File: src/rtl/dsp_route_sequencer_if.sv
// Register bus between a host and dsp_route_sequencer.
//   sys_addr  : byte address; the slave decodes bits [15:0] only
//   sys_wdata : write data
//   sys_wen   : write strobe, single-cycle pulse
//   sys_ren   : read strobe, single-cycle pulse
//   sys_rdata : read data, valid together with sys_ack
//   sys_ack   : acknowledge, one cycle after each strobe
//   sys_err   : error flag, never raised
interface dsp_route_sequencer_if;
  logic [31:0] sys_addr;
  logic [31:0] sys_wdata;
  logic        sys_wen;
  logic        sys_ren;
  logic [31:0] sys_rdata;
  logic        sys_ack;
  logic        sys_err;

  modport master (
    output sys_addr, sys_wdata, sys_wen, sys_ren,
    input  sys_rdata, sys_ack, sys_err
  );

  modport slave (
    input  sys_addr, sys_wdata, sys_wen, sys_ren,
    output sys_rdata, sys_ack, sys_err
  );
endinterface

File: src/rtl/dsp_route_sequencer.sv
// Glitch-free reconfiguration of the DSP routing matrix. Software fills
// shadow select tables over the register bus, then requests a commit; the
// sequencer mutes the DAC sum, swaps all shadow entries into the active
// tables in one cycle, and keeps the mute for a settling period.
//
// Ports:
//   clk_i  : processing clock
//   rst_i  : asynchronous active-high reset
//   trig_i : hardware commit trigger (only with DSP_ROUTE_TRIG_EN)
//   bus    : register bus, slave side
//   sel_o  : active input-select table, slot k at [k*LOG_MODULES +: LOG_MODULES]
//   osel_o : active output-select table, 2 bits per slot (bit0 DAC1, bit1 DAC2)
//   mute_o : forces the DAC sum to zero while reconfiguring
//   busy_o : sequencer not idle
//
// Register map (offsets on sys_addr[15:0]):
//   0x00+4k  select shadow slot k      0x40+4k  output-select shadow slot k
//   0x80     CTRL   (bit0 commit, bit1 arm trigger)
//   0x84     MUTE_CYC                  0x88     STATUS {arm, pending, busy}
//   0x8C     COMMITS
//
// Build option: define DSP_ROUTE_TRIG_EN to add trig_i and the armed
// hardware-triggered commit.
module dsp_route_sequencer #(
  parameter  int unsigned MODULES     = 8,
  parameter  int unsigned LOG_MODULES = 4,
  localparam int unsigned SLOTS       = MODULES + 4,
  localparam int unsigned OSLOTS      = MODULES + 2
) (
  input  logic                         clk_i,
  input  logic                         rst_i,
`ifdef DSP_ROUTE_TRIG_EN
  input  logic                         trig_i,
`endif
  dsp_route_sequencer_if.slave         bus,
  output logic [SLOTS*LOG_MODULES-1:0] sel_o,
  output logic [OSLOTS*2-1:0]          osel_o,
  output logic                         mute_o,
  output logic                         busy_o
);

  typedef enum logic [1:0] {IDLE, MUTE, APPLY, SETTLE} state_e;

  // Reset routing: slots 1, 3 and SCOPE2 take ADC2, PWM slots take NONE,
  // everything else takes ADC1.
  function automatic logic [SLOTS*LOG_MODULES-1:0] sel_reset_table();
    logic [SLOTS*LOG_MODULES-1:0] t;
    t = '0;
    for (int unsigned k = 0; k < SLOTS; k++) begin
      if (k == 1 || k == 3 || k == MODULES + 1)
        t[k*LOG_MODULES +: LOG_MODULES] = LOG_MODULES'(MODULES + 3);
      else if (k >= MODULES + 2)
        t[k*LOG_MODULES +: LOG_MODULES] = '1;
      else
        t[k*LOG_MODULES +: LOG_MODULES] = LOG_MODULES'(MODULES + 2);
    end
    return t;
  endfunction

  localparam logic [SLOTS*LOG_MODULES-1:0] SEL_RST = sel_reset_table();

  state_e                       state_q, state_d;
  logic                         pending_q, pending_d;
  logic [15:0]                  cnt_q, cnt_d;
  logic [15:0]                  mlen_q, mlen_d;
  logic [15:0]                  mute_cyc_q;
  logic [15:0]                  commits_q;
  logic [SLOTS*LOG_MODULES-1:0] sel_shadow_q, sel_shadow_d;
  logic [OSLOTS*2-1:0]          osel_shadow_q, osel_shadow_d;
  logic [SLOTS*LOG_MODULES-1:0] sel_q;
  logic [OSLOTS*2-1:0]          osel_q;
  logic                         mute_q, busy_q;
  logic                         ack_q;
  logic [31:0]                  rdata_q;
  logic [31:0]                  rd_data;
  logic [15:0]                  off;
  logic                         ctrl_wr;
  logic                         commit_req;
  logic                         arm_bit;
  logic                         trig_req;
  logic                         unused_bits;

  assign off         = bus.sys_addr[15:0];
  assign ctrl_wr     = bus.sys_wen && (off == 16'h0080);
  assign commit_req  = (ctrl_wr && bus.sys_wdata[0]) || trig_req;
  assign unused_bits = ^{bus.sys_addr[31:16], bus.sys_wdata[31:16]};

`ifdef DSP_ROUTE_TRIG_EN
  logic trig_q, trig_req_q, arm_q;
  logic trig_edge;

  assign trig_edge = trig_i && !trig_q;

  always_ff @(posedge clk_i or posedge rst_i) begin
    if (rst_i) begin
      trig_q     <= 1'b0;
      trig_req_q <= 1'b0;
      arm_q      <= 1'b0;
    end else begin
      trig_q     <= trig_i;
      trig_req_q <= trig_edge && arm_q;
      if (ctrl_wr && bus.sys_wdata[1])
        arm_q <= 1'b1;
      else if (trig_edge)
        arm_q <= 1'b0;
    end
  end

  assign arm_bit  = arm_q;
  assign trig_req = trig_req_q;
`else
  assign arm_bit  = 1'b0;
  assign trig_req = 1'b0;
`endif

  // Shadow tables with this cycle's bus write folded in.
  always_comb begin
    sel_shadow_d  = sel_shadow_q;
    osel_shadow_d = osel_shadow_q;
    if (bus.sys_wen) begin
      for (int unsigned k = 0; k < SLOTS; k++)
        if (off == 16'(4 * k))
          sel_shadow_d[k*LOG_MODULES +: LOG_MODULES] = bus.sys_wdata[LOG_MODULES-1:0];
      for (int unsigned k = 0; k < OSLOTS; k++)
        if (off == 16'(32'h40 + 4 * k))
          osel_shadow_d[k*2 +: 2] = bus.sys_wdata[1:0];
    end
  end

  always_comb begin
    rd_data = '0;
    case (off)
      16'h0084: rd_data = {16'h0000, mute_cyc_q};
      16'h0088: rd_data = {29'd0, arm_bit, pending_q, busy_q};
      16'h008C: rd_data = {16'h0000, commits_q};
      default: begin
        for (int unsigned k = 0; k < SLOTS; k++)
          if (off == 16'(4 * k))
            rd_data = 32'(sel_shadow_q[k*LOG_MODULES +: LOG_MODULES]);
        for (int unsigned k = 0; k < OSLOTS; k++)
          if (off == 16'(32'h40 + 4 * k))
            rd_data = 32'(osel_shadow_q[k*2 +: 2]);
      end
    endcase
  end

  // mlen holds MUTE_CYC as sampled when the sequence started, so later
  // writes only affect the next sequence.
  always_comb begin
    state_d   = state_q;
    pending_d = pending_q;
    cnt_d     = cnt_q;
    mlen_d    = mlen_q;
    case (state_q)
      IDLE: begin
        if (commit_req || pending_q) begin
          pending_d = 1'b0;
          mlen_d    = mute_cyc_q;
          cnt_d     = mute_cyc_q;
          state_d   = (mute_cyc_q == 16'd0) ? APPLY : MUTE;
        end
      end
      MUTE: begin
        if (commit_req) pending_d = 1'b1;
        if (cnt_q <= 16'd1) state_d = APPLY;
        else                cnt_d   = cnt_q - 16'd1;
      end
      APPLY: begin
        if (commit_req) pending_d = 1'b1;
        if (mlen_q == 16'd0) begin
          state_d = IDLE;
        end else begin
          state_d = SETTLE;
          cnt_d   = mlen_q;
        end
      end
      SETTLE: begin
        if (commit_req) pending_d = 1'b1;
        if (cnt_q <= 16'd1) begin
          state_d = IDLE;
          cnt_d   = 16'd0;
        end else begin
          cnt_d = cnt_q - 16'd1;
        end
      end
      default: state_d = IDLE;
    endcase
  end

  always_ff @(posedge clk_i or posedge rst_i) begin
    if (rst_i) begin
      state_q   <= IDLE;
      pending_q <= 1'b0;
      cnt_q     <= '0;
      mlen_q    <= '0;
    end else begin
      state_q   <= state_d;
      pending_q <= pending_d;
      cnt_q     <= cnt_d;
      mlen_q    <= mlen_d;
    end
  end

  // Registered outputs are loaded from the next state so they line up with
  // the state they describe; the active tables therefore take the forwarded
  // shadow value on the edge that enters APPLY.
  always_ff @(posedge clk_i or posedge rst_i) begin
    if (rst_i) begin
      sel_shadow_q  <= SEL_RST;
      osel_shadow_q <= '0;
      sel_q         <= SEL_RST;
      osel_q        <= '0;
      mute_q        <= 1'b0;
      busy_q        <= 1'b0;
      commits_q     <= '0;
      mute_cyc_q    <= '0;
      ack_q         <= 1'b0;
      rdata_q       <= '0;
    end else begin
      sel_shadow_q  <= sel_shadow_d;
      osel_shadow_q <= osel_shadow_d;
      if (state_d == APPLY) begin
        sel_q     <= sel_shadow_d;
        osel_q    <= osel_shadow_d;
        commits_q <= commits_q + 16'd1;
      end
      mute_q <= (state_d == MUTE) || (state_d == SETTLE) ||
                ((state_d == APPLY) && (mlen_d != 16'd0));
      busy_q <= (state_d != IDLE);
      if (bus.sys_wen && off == 16'h0084)
        mute_cyc_q <= bus.sys_wdata[15:0];
      ack_q   <= bus.sys_wen || bus.sys_ren;
      rdata_q <= bus.sys_ren ? rd_data : '0;
    end
  end

  assign sel_o         = sel_q;
  assign osel_o        = osel_q;
  assign mute_o        = mute_q;
  assign busy_o        = busy_q;
  assign bus.sys_rdata = rdata_q;
  assign bus.sys_ack   = ack_q;
  assign bus.sys_err   = 1'b0;

endmodule

File: src/flat_wrapper.sv
// flat-port wrapper written by rule: the top's interface ports become plain ports
module dsp_route_sequencer_flat 
#(
  parameter  int unsigned MODULES     = 8,
  parameter  int unsigned LOG_MODULES = 4,
  localparam int unsigned SLOTS       = MODULES + 4,
  localparam int unsigned OSLOTS      = MODULES + 2
)
  (clk_i, rst_i, sel_o, osel_o, mute_o, busy_o, bus_sys_addr, bus_sys_wdata, bus_sys_wen, bus_sys_ren, bus_sys_rdata, bus_sys_ack, bus_sys_err);
  dsp_route_sequencer_if bus_i ();
  input  logic clk_i;
  input  logic rst_i;
  output logic [SLOTS*LOG_MODULES-1:0] sel_o;
  output logic [OSLOTS*2-1:0] osel_o;
  output logic mute_o;
  output logic busy_o;
  input wire logic [$bits(bus_i.sys_addr)-1:0] bus_sys_addr;
  input wire logic [$bits(bus_i.sys_wdata)-1:0] bus_sys_wdata;
  input wire logic [$bits(bus_i.sys_wen)-1:0] bus_sys_wen;
  input wire logic [$bits(bus_i.sys_ren)-1:0] bus_sys_ren;
  output wire logic [$bits(bus_i.sys_rdata)-1:0] bus_sys_rdata;
  output wire logic [$bits(bus_i.sys_ack)-1:0] bus_sys_ack;
  output wire logic [$bits(bus_i.sys_err)-1:0] bus_sys_err;
  assign bus_i.sys_addr = bus_sys_addr;
  assign bus_i.sys_wdata = bus_sys_wdata;
  assign bus_i.sys_wen = bus_sys_wen;
  assign bus_i.sys_ren = bus_sys_ren;
  assign bus_sys_rdata = bus_i.sys_rdata;
  assign bus_sys_ack = bus_i.sys_ack;
  assign bus_sys_err = bus_i.sys_err;
  dsp_route_sequencer #(.MODULES(MODULES), .LOG_MODULES(LOG_MODULES)) u_core (.clk_i(clk_i), .rst_i(rst_i), .bus(bus_i), .sel_o(sel_o), .osel_o(osel_o), .mute_o(mute_o), .busy_o(busy_o));
endmodule
File: config.mk
export PLATFORM = sky130hd
export DESIGN_NAME = dsp_route_sequencer_flat
export DESIGN_NICKNAME = d
export VERILOG_FILES = /design/src/rtl/dsp_route_sequencer_if.sv /design/src/rtl/dsp_route_sequencer.sv /design/src/flat_wrapper.sv
export SDC_FILE = /design/constraint.sdc
export NUM_CORES = 1
export LEC_CHECK = 0
export BUFFER_PORTS_ARGS = -buffer_cell sky130_fd_sc_hd__buf_2
export CAP_MARGIN = 0
export CORE_MARGIN = 4
export CORE_UTILIZATION = 57
export DETAILED_ROUTE_END_ITERATION = 8
export GPL_ROUTABILITY_DRIVEN = 0
export PLACE_DENSITY = 0.81
export REMOVE_ABC_BUFFERS = 1
export SETUP_SLACK_MARGIN = 0.2
export SLEW_MARGIN = 20
export SYNTH_ARGS = -nofsm -noshare
export SYNTH_HDL_FRONTEND = slang
export SYNTH_SLANG_ARGS = --single-unit
File: constraint.sdc
create_clock -name clk_i -period 7.86 [get_ports clk_i]
set_clock_uncertainty 0.15 [all_clocks]
set_input_delay 0.393 -clock clk_i [delete_from_list [all_inputs] [get_ports clk_i]]
set_output_delay 0.393 -clock clk_i [all_outputs]
set_load 0.005 [all_outputs]
==> results.json, run 1 <==
{
  "ys_seq_area_share_pct": 54.2,
  "synth_top_cell_area_share_pct": 38.6,
  "cts_setup_buffers": 0,
  "synth-simple-area-share_pct": 11.5,
  "nets": 1059,
  "r2r-start": "u_core.cnt_q[2]",
  "numCtsBuffers": 23,
  "timing_hold_violations_final": 0,
  "ant_nets": 0,
  "grt_max_degree": 112,
  "cts_buffer_depth": 3,
  "antenna_found_initial": 0,
  "ff2ff_setup_slack_ns": 4.33,
  "fin_setup_tns_ns": 0,
  "coreArea_sq_um": 18000,
  "whs_path_depth": 2,
  "min_period_over_period_pct": 44.9,
  "synth-xor-area-share_pct": 1.35,
  "slew_violations": 0,
  "synthToLayoutAreaGrowth_pct": 15.4,
  "outcome": "complete, no violations",
  "firstDrtPassIters": 5,
  "rsz0062_at_grt": "no",
  "avgSynthCellArea_sq_um": 12.0,
  "power.leakage_nw": 5.63,
  "critical_path_arrival_ns": 3.79,
  "yosys.area_share.adder_pct": 0.361,
  "synthMuxAreaShare_pct": 20.7,
  "setup_viol": 0,
  "ioPinCount": 172,
  "setup.worst_path.start_class": "flip-flop",
  "h-tree-depth": 1,
  "syn_area_sq_um": 10400,
  "fmax_mhz": 283,
  "clock_sinks": 222,
  "synth_top_family_by_area": "multiplexers",
  "wl_mm": 24.7,
  "cap_violations": 0,
  "num_vias": 7486,
  "worstSetupPathType": "reg -> reg",
  "r2r_end": "u_core.commits_q[12]",
  "dp_cells": 1179,
  "avgViaCountPerCell": 6.07,
  "min_from": "bus_sys_ren",
  "synthArstFlopShare_pct": 100,
  "initialDrtViolationCount": 583,
  "yosysMostFrequentCell": "mux2_2",
  "synth_common_cells": "mux2_2, dfrtp_1, nor2_1",
  "ys.flop_type": "dfrtp_1",
  "die_y_um": 143,
  "antenna_cells": 0,
  "synth_cells": 868,
  "start_util_pct": 57.8,
  "clock_latency_ns": 0.53,
  "hp-class": "in -> reg",
  "grt_pass1_wl_mm": 40.3,
  "fin_crit_ns": 3.53,
  "drive_above_1_share_pct": 41.7,
  "whs_endpoint": "u_core.bus.sys_ack",
  "die-area_sq_um": 20400,
  "ys_top_cells_by_area": "dfrtp_1, mux2_2, dfstp_2",
  "drcViolationCount": 0,
  "slew_headroom_pct": 29.5,
  "end_kind": "flip-flop",
  "synth_compound_area_share_pct": 8.19,
  "grt_use_total_pct": 24.5,
  "hpwl_mm": 16.7,
  "clk_pin_slew_ns": 0.06,
  "synth_seq_cells": 222,
  "powerDensity_nw_per_um2": 229,
  "cts_tree": "done",
  "clk_root_buffer_cell": "clkbuf_16",
  "tightest_slew_ns": 1.05,
  "synth_edf_count": 0,
  "synth_top_area_cell": "dfrtp_1",
  "peakVddDrop_v": 0.000204,
  "required_ns": 8.12,
  "cp_max_fo": 74,
  "yosys_warnings": 0,
  "gr-total-overflow": 0,
  "grt_pass1_vias": 7717,
  "fin_cells": 1234,
  "dieWidth_um": 143,
  "port_buffers": 122,
  "ff2ff_path_depth": 7,
  "rows": 49,
  "yosysUniqueCellTypes": 63,
  "avgRoutedWirePerCell_um": 20.0
}
-- cells in the final DEF, fill, tap and decap left out, drive strengths merged, types with 3 or more instances in the layout --
| cell | synthesis | final |
|---|---|---|
| a21oi | 23 | 23 |
| nor2 | 67 | 67 |
| o21ai | 43 | 43 |
| nor4 | 22 | 22 |
| xor2 | 3 | 3 |
| mux4 | 4 | 4 |
| a22oi | 21 | 21 |
| xnor2 | 13 | 13 |
| nand2b | 6 | 6 |
| and2 | 4 | 4 |
| buf | 34 | 128 |
| clkinv | 0 | 8 |
| clkbuf | 28 | 31 |
| a31oi | 7 | 7 |
| o22ai | 6 | 6 |
| mux2 | 169 | 169 |
| conb | 1 | 17 |
| nand3 | 34 | 34 |
| nor2b | 5 | 5 |
| dfrtp | 160 | 160 |
| o21a | 3 | 3 |
| inv | 12 | 13 |
| nor3 | 26 | 26 |
| mux2i | 16 | 16 |
| dlygate4sd3 | 0 | 13 |
| or2 | 4 | 4 |
| dfstp | 62 | 62 |
| nand4 | 9 | 9 |
| ha | 3 | 3 |
| nand2 | 44 | 44 |
| and3 | 6 | 6 |
-- metal layers --
layer | vias to the layer above | global-route usage [%] | part of all wire [%]
met1 | 3736 | 32.6 | 41
met5 | - | 0 | 0
li1 | 3369 | - | -
met4 | 0 | 9.55 | 3.8
met2 | 297 | 40.1 | 49
met3 | 84 | 4.49 | 6.5
-- timing repair --
| item | 4_1_cts | 5_1_grt |
|---|---|---|
| hold buffers | 13 | 0 |
| hold endpoints to repair | 63 | 0 |
| gates resized for setup | 0 | 0 |
-- cells by family (layout without fill, tap and decap cells) --
group,Yosys count,after routing
mux,189,189
simple gates,233,233
flops,222,222
other cells,1,17
compound gates,130,130
buf+inv,74,195
xor+xnor,16,16
fa+ha+maj,3,3
-- layout make-up --
class	count	area, sq um
sequential	222	5630
clock inverter	11	128
multi-input combinational	588	4450
tap	229	287
clock buffer	31	646
fill	1310	5980
timing repair buffer	141	786
inverter	12	52.6
-- through the flow --
step / power [mW] / utilization (%) / hold slack [ns] / setup slack (ns) / instance area [sq um]
3_3_place_gp: 1.64 / 61.7 / 0.316 / 4.03 / 11100
3_5_place_dp: 1.65 / 61.7 / 0.315 / 3.96 / 11100
2_1_floorplan: 1.54 / - / 0.296 / 1.34 / 10100
5_1_grt: 2.86 / 66.7 / 0.0397 / 4.06 / 12000
6_report: 2.74 / 66.7 / 0.0564 / 4.33 / 12000
4_1_cts: 2.76 / 66.7 / 0.0381 / 4.24 / 12000
-- worst max-delay path, stage by stage (launching register included) --
cell and delay (ns):
dfrtp_1 0.44, or4_1 0.60, nor3_2 0.23, and4bb_2 0.39, a32o_4 0.83, and4_1 0.47, nand3_1 0.14, xnor2_1 0.15
-- sequential cells by signal, indices dropped and copies added, names as in the netlist --
register              cells
u_core.sel_o             48
u_core.sel_shadow_q      48
u_core.osel_o            20
u_core.osel_shadow_q     20
u_core.bus.sys_rdata     16
u_core.cnt_q             16
u_core.commits_q         16
u_core.mlen_q            16
u_core.mute_cyc_q        16
u_core.state_q            2
u_core.bus.sys_ack        1
u_core.busy_o             1
u_core.mute_o             1
u_core.pending_q          1
-- worst max path at each step --
stage,start,end,slack [ns],cells after the start
final,u_core.cnt_q[2],u_core.commits_q[12],4.33,7
after global routing,u_core.cnt_q[2],u_core.commits_q[12],4.06,7
after CTS,u_core.cnt_q[2],u_core.commits_q[12],4.24,7
after detailed placement,bus_sys_addr[1],u_core.commits_q[12],3.96,8
after global placement,bus_sys_addr[1],u_core.commits_q[12],4.03,8
after floorplan,rst_i,u_core.bus.sys_ack,1.34,1
-- power by group --
| group | switching, mW | internal, mW | leakage (nW) |
|---|---|---|---|
| Sequential | 0.0757 | 1.19 | 2.83 |
| Clock | 0.457 | 0.648 | 0.387 |
| Combinational | 0.220 | 0.151 | 2.41 |
Note: power is estimated with default switching activity, not from simulation.
==> inputs of run 2 (changes only) <==
==> constraint.sdc (replaced) <==
create_clock -name clk_i -period 3.4 [get_ports clk_i]
set_clock_uncertainty 0.15 [all_clocks]
set_input_delay 0.17 -clock clk_i [delete_from_list [all_inputs] [get_ports clk_i]]
set_output_delay 0.17 -clock clk_i [all_outputs]
set_load 0.005 [all_outputs]
==> run 2 against run 1 <==
Sequential power increased by 130%. Worst hold slack got worse by 0.023 ns. Largest power group unchanged. Critical path type unchanged. Combinational power increased to 2.6 times the previous value. Clock-buffer cell count increased by 2. Largest cell class unchanged. Wire length increased by 1.4%. First-iteration DRC count increased by 1.9%.
==> results.json, run 2 (same netlist as run 1, synthesis figures left out) <==
{
  "outcome": "complete, no violations",
  "power.leakage_nw": 5.72,
  "crit_path_cell_trace": "or4_4, nor4_4, and4bb_2, nand2_1, nand2_1, buf_4, a21oi_1, o21ai_0, o21ai_0",
  "gr-total-overflow": 0,
  "drcViolationCount": 0,
  "fmax_mhz": 338,
  "ioPinCount": 172,
  "firstDrtPassIters": 6,
  "grt_max_degree": 114,
  "hp-class": "in -> reg",
  "dieWidth_um": 143,
  "n_fill_cell": 1261,
  "peakVddDrop_v": 0.000465,
  "place_area_sq_um": 11200,
  "setup_viol": 0,
  "fin_crit_ns": 2.96,
  "grt-busiest-layer": "met2",
  "powerDensity_nw_per_um2": 535,
  "hpwl_mm": 16.9,
  "grt_pass1_vias": 7746,
  "cts_setup_buffers": 0,
  "avgViaCountPerCell": 6.05,
  "nets": 1073,
  "dp_cells": 1191,
  "slew_violations": 0,
  "num_vias": 7539,
  "clock_sinks": 222,
  "met1_usage_pct": 33.7,
  "cap_violations": 0,
  "timing_hold_violations_final": 0,
  "numCtsBuffers": 23,
  "coreArea_sq_um": 18000,
  "cts_buffer_depth": 3,
  "initialDrtViolationCount": 594,
  "tightest_slew_ns": 0.753,
  "antenna_found_initial": 0,
  "h-tree-depth": 1,
  "min_period_over_period_pct": 87.1,
  "fin_setup_tns_ns": 0,
  "synthToLayoutAreaGrowth_pct": 17.3,
  "grt_use_total_pct": 24.6,
  "clk_pin_slew_ns": 0.06,
  "antenna_cells": 0,
  "ant_nets": 0,
  "fin_cells": 1247,
  "drive_above_1_share_pct": 42.3,
  "wl_mm": 25.0,
  "die_y_um": 143,
  "slew_headroom_pct": 49.8,
  "die-area_sq_um": 20400,
  "globalRouteMet3Util_pct": 4.32,
  "clock_latency_ns": 0.51,
  "clk_root_buffer_cell": "clkbuf_16",
  "setup.worst_path.start_class": "flip-flop",
  "cp_max_fo": 11,
  "worst_hold_slack_ns": 0.0335,
  "final_cell_mix": "mux2_2, dfrtp_1, buf_2, nor2_1, dfstp_2",
  "rsz0062_at_grt": "no",
  "worst_path_largest_cell_delay_ns": 0.59,
  "end_kind": "flip-flop",
  "final_common_cell": "mux2_2",
  "rows": 49,
  "cts_resized": 0,
  "port_buffers": 122,
  "met2_usage_pct": 40.1,
  "grt_pass1_wl_mm": 40.6,
  "avgRoutedWirePerCell_um": 20.1,
  "critical_path_arrival_ns": 3.19,
  "fin_area_sq_um": 12200,
  "required_ns": 3.63,
  "start_util_pct": 57.8,
  "ff2ff_setup_slack_ns": 0.44,
  "cts_tree": "done",
  "crit_slowest_cell": "or4_4",
  "worstSetupPathType": "reg -> reg"
}
run 2: changes by cell type in the layout (fill, tap and decap cells not counted):
cell / change
inv_6: +1
clkbuf_1: -1
clkinv_4: -2
buf_12: +3
dlygate4sd3_1: +2
clkbuf_8: +2
buf_4: +9
clkinvlp_4: +2
bufinv_16: +1
clkbuf_16: +1
clkinv_2: -4
inv_16: -1
run 2: cell type report:
type | instances | area (sq um) | area share, %
clock buffer | 33 | 694 | 5.70
clock inverter | 8 | 124 | 1.02
inverter | 12 | 52.6 | 0.432
multi-input combinational | 588 | 4450 | 36.6
sequential | 222 | 5630 | 46.3
tap | 229 | 287 | 2.35
timing repair buffer | 155 | 933 | 7.66
run 2: what timing repair did:
item | CTS | global route
hold endpoints to repair | 91 | 0
setup endpoints to repair | 0 | 0
hold buffers | 15 | 0
run 2: where the power goes:
| part | leakage [nW] | internal (mW) | switching [mW] |
|---|---|---|---|
| Clock | 0.397 | 1.65 | 1.03 |
| Combinational | 2.49 | 0.376 | 0.593 |
| Sequential | 2.83 | 2.76 | 0.115 |
run 2: layer usage:
metal | part of all wire [%] | wire, um | vias to the layer above
li1 | - | - | 3396
met4 | 2.9 | 729 | 0
met1 | 41 | 10300 | 3780
met5 | 0 | 0 | -
met2 | 49 | 12300 | 302
met3 | 6.7 | 1680 | 61
run 2: metrics by stage:
| step | worst slack, ns | utilization [%] | total power, mW |
|---|---|---|---|
| floorplan | -2.90 | - | 3.55 |
| global placement | 0.495 | 62.4 | 3.81 |
| detailed placement | 0.453 | 62.4 | 3.85 |
| CTS | 0.446 | 67.8 | 6.54 |
| global route | 0.220 | 67.8 | 6.80 |
| finish | 0.439 | 67.8 | 6.52 |
run 2: path summary, 6_finish.rpt:
path	end	cells after the start	from
worst max-delay path	u_core.cnt_q[14]	9	u_core.cnt_q[8]
worst min-delay path	u_core.sel_shadow_q[46]	2	bus_sys_wdata[2]
worst max register to register	u_core.cnt_q[14]	9	u_core.cnt_q[8]
worst min register to register	u_core.commits_q[15]	1	u_core.commits_q[15]
max in group asynchronous	u_core.sel_shadow_q[44]	4	rst_i
min in group asynchronous	u_core.commits_q[15]	3	rst_i
run 2: worst max-delay path, delay by kind of cell, from the launching register on:
kind	cells	cell delay, ns
AO/OA/AOI/OAI	3	0.34
buffers and inverters	1	0.25
AND/OR/NAND/NOR	5	1.64
flip-flops	1	0.45
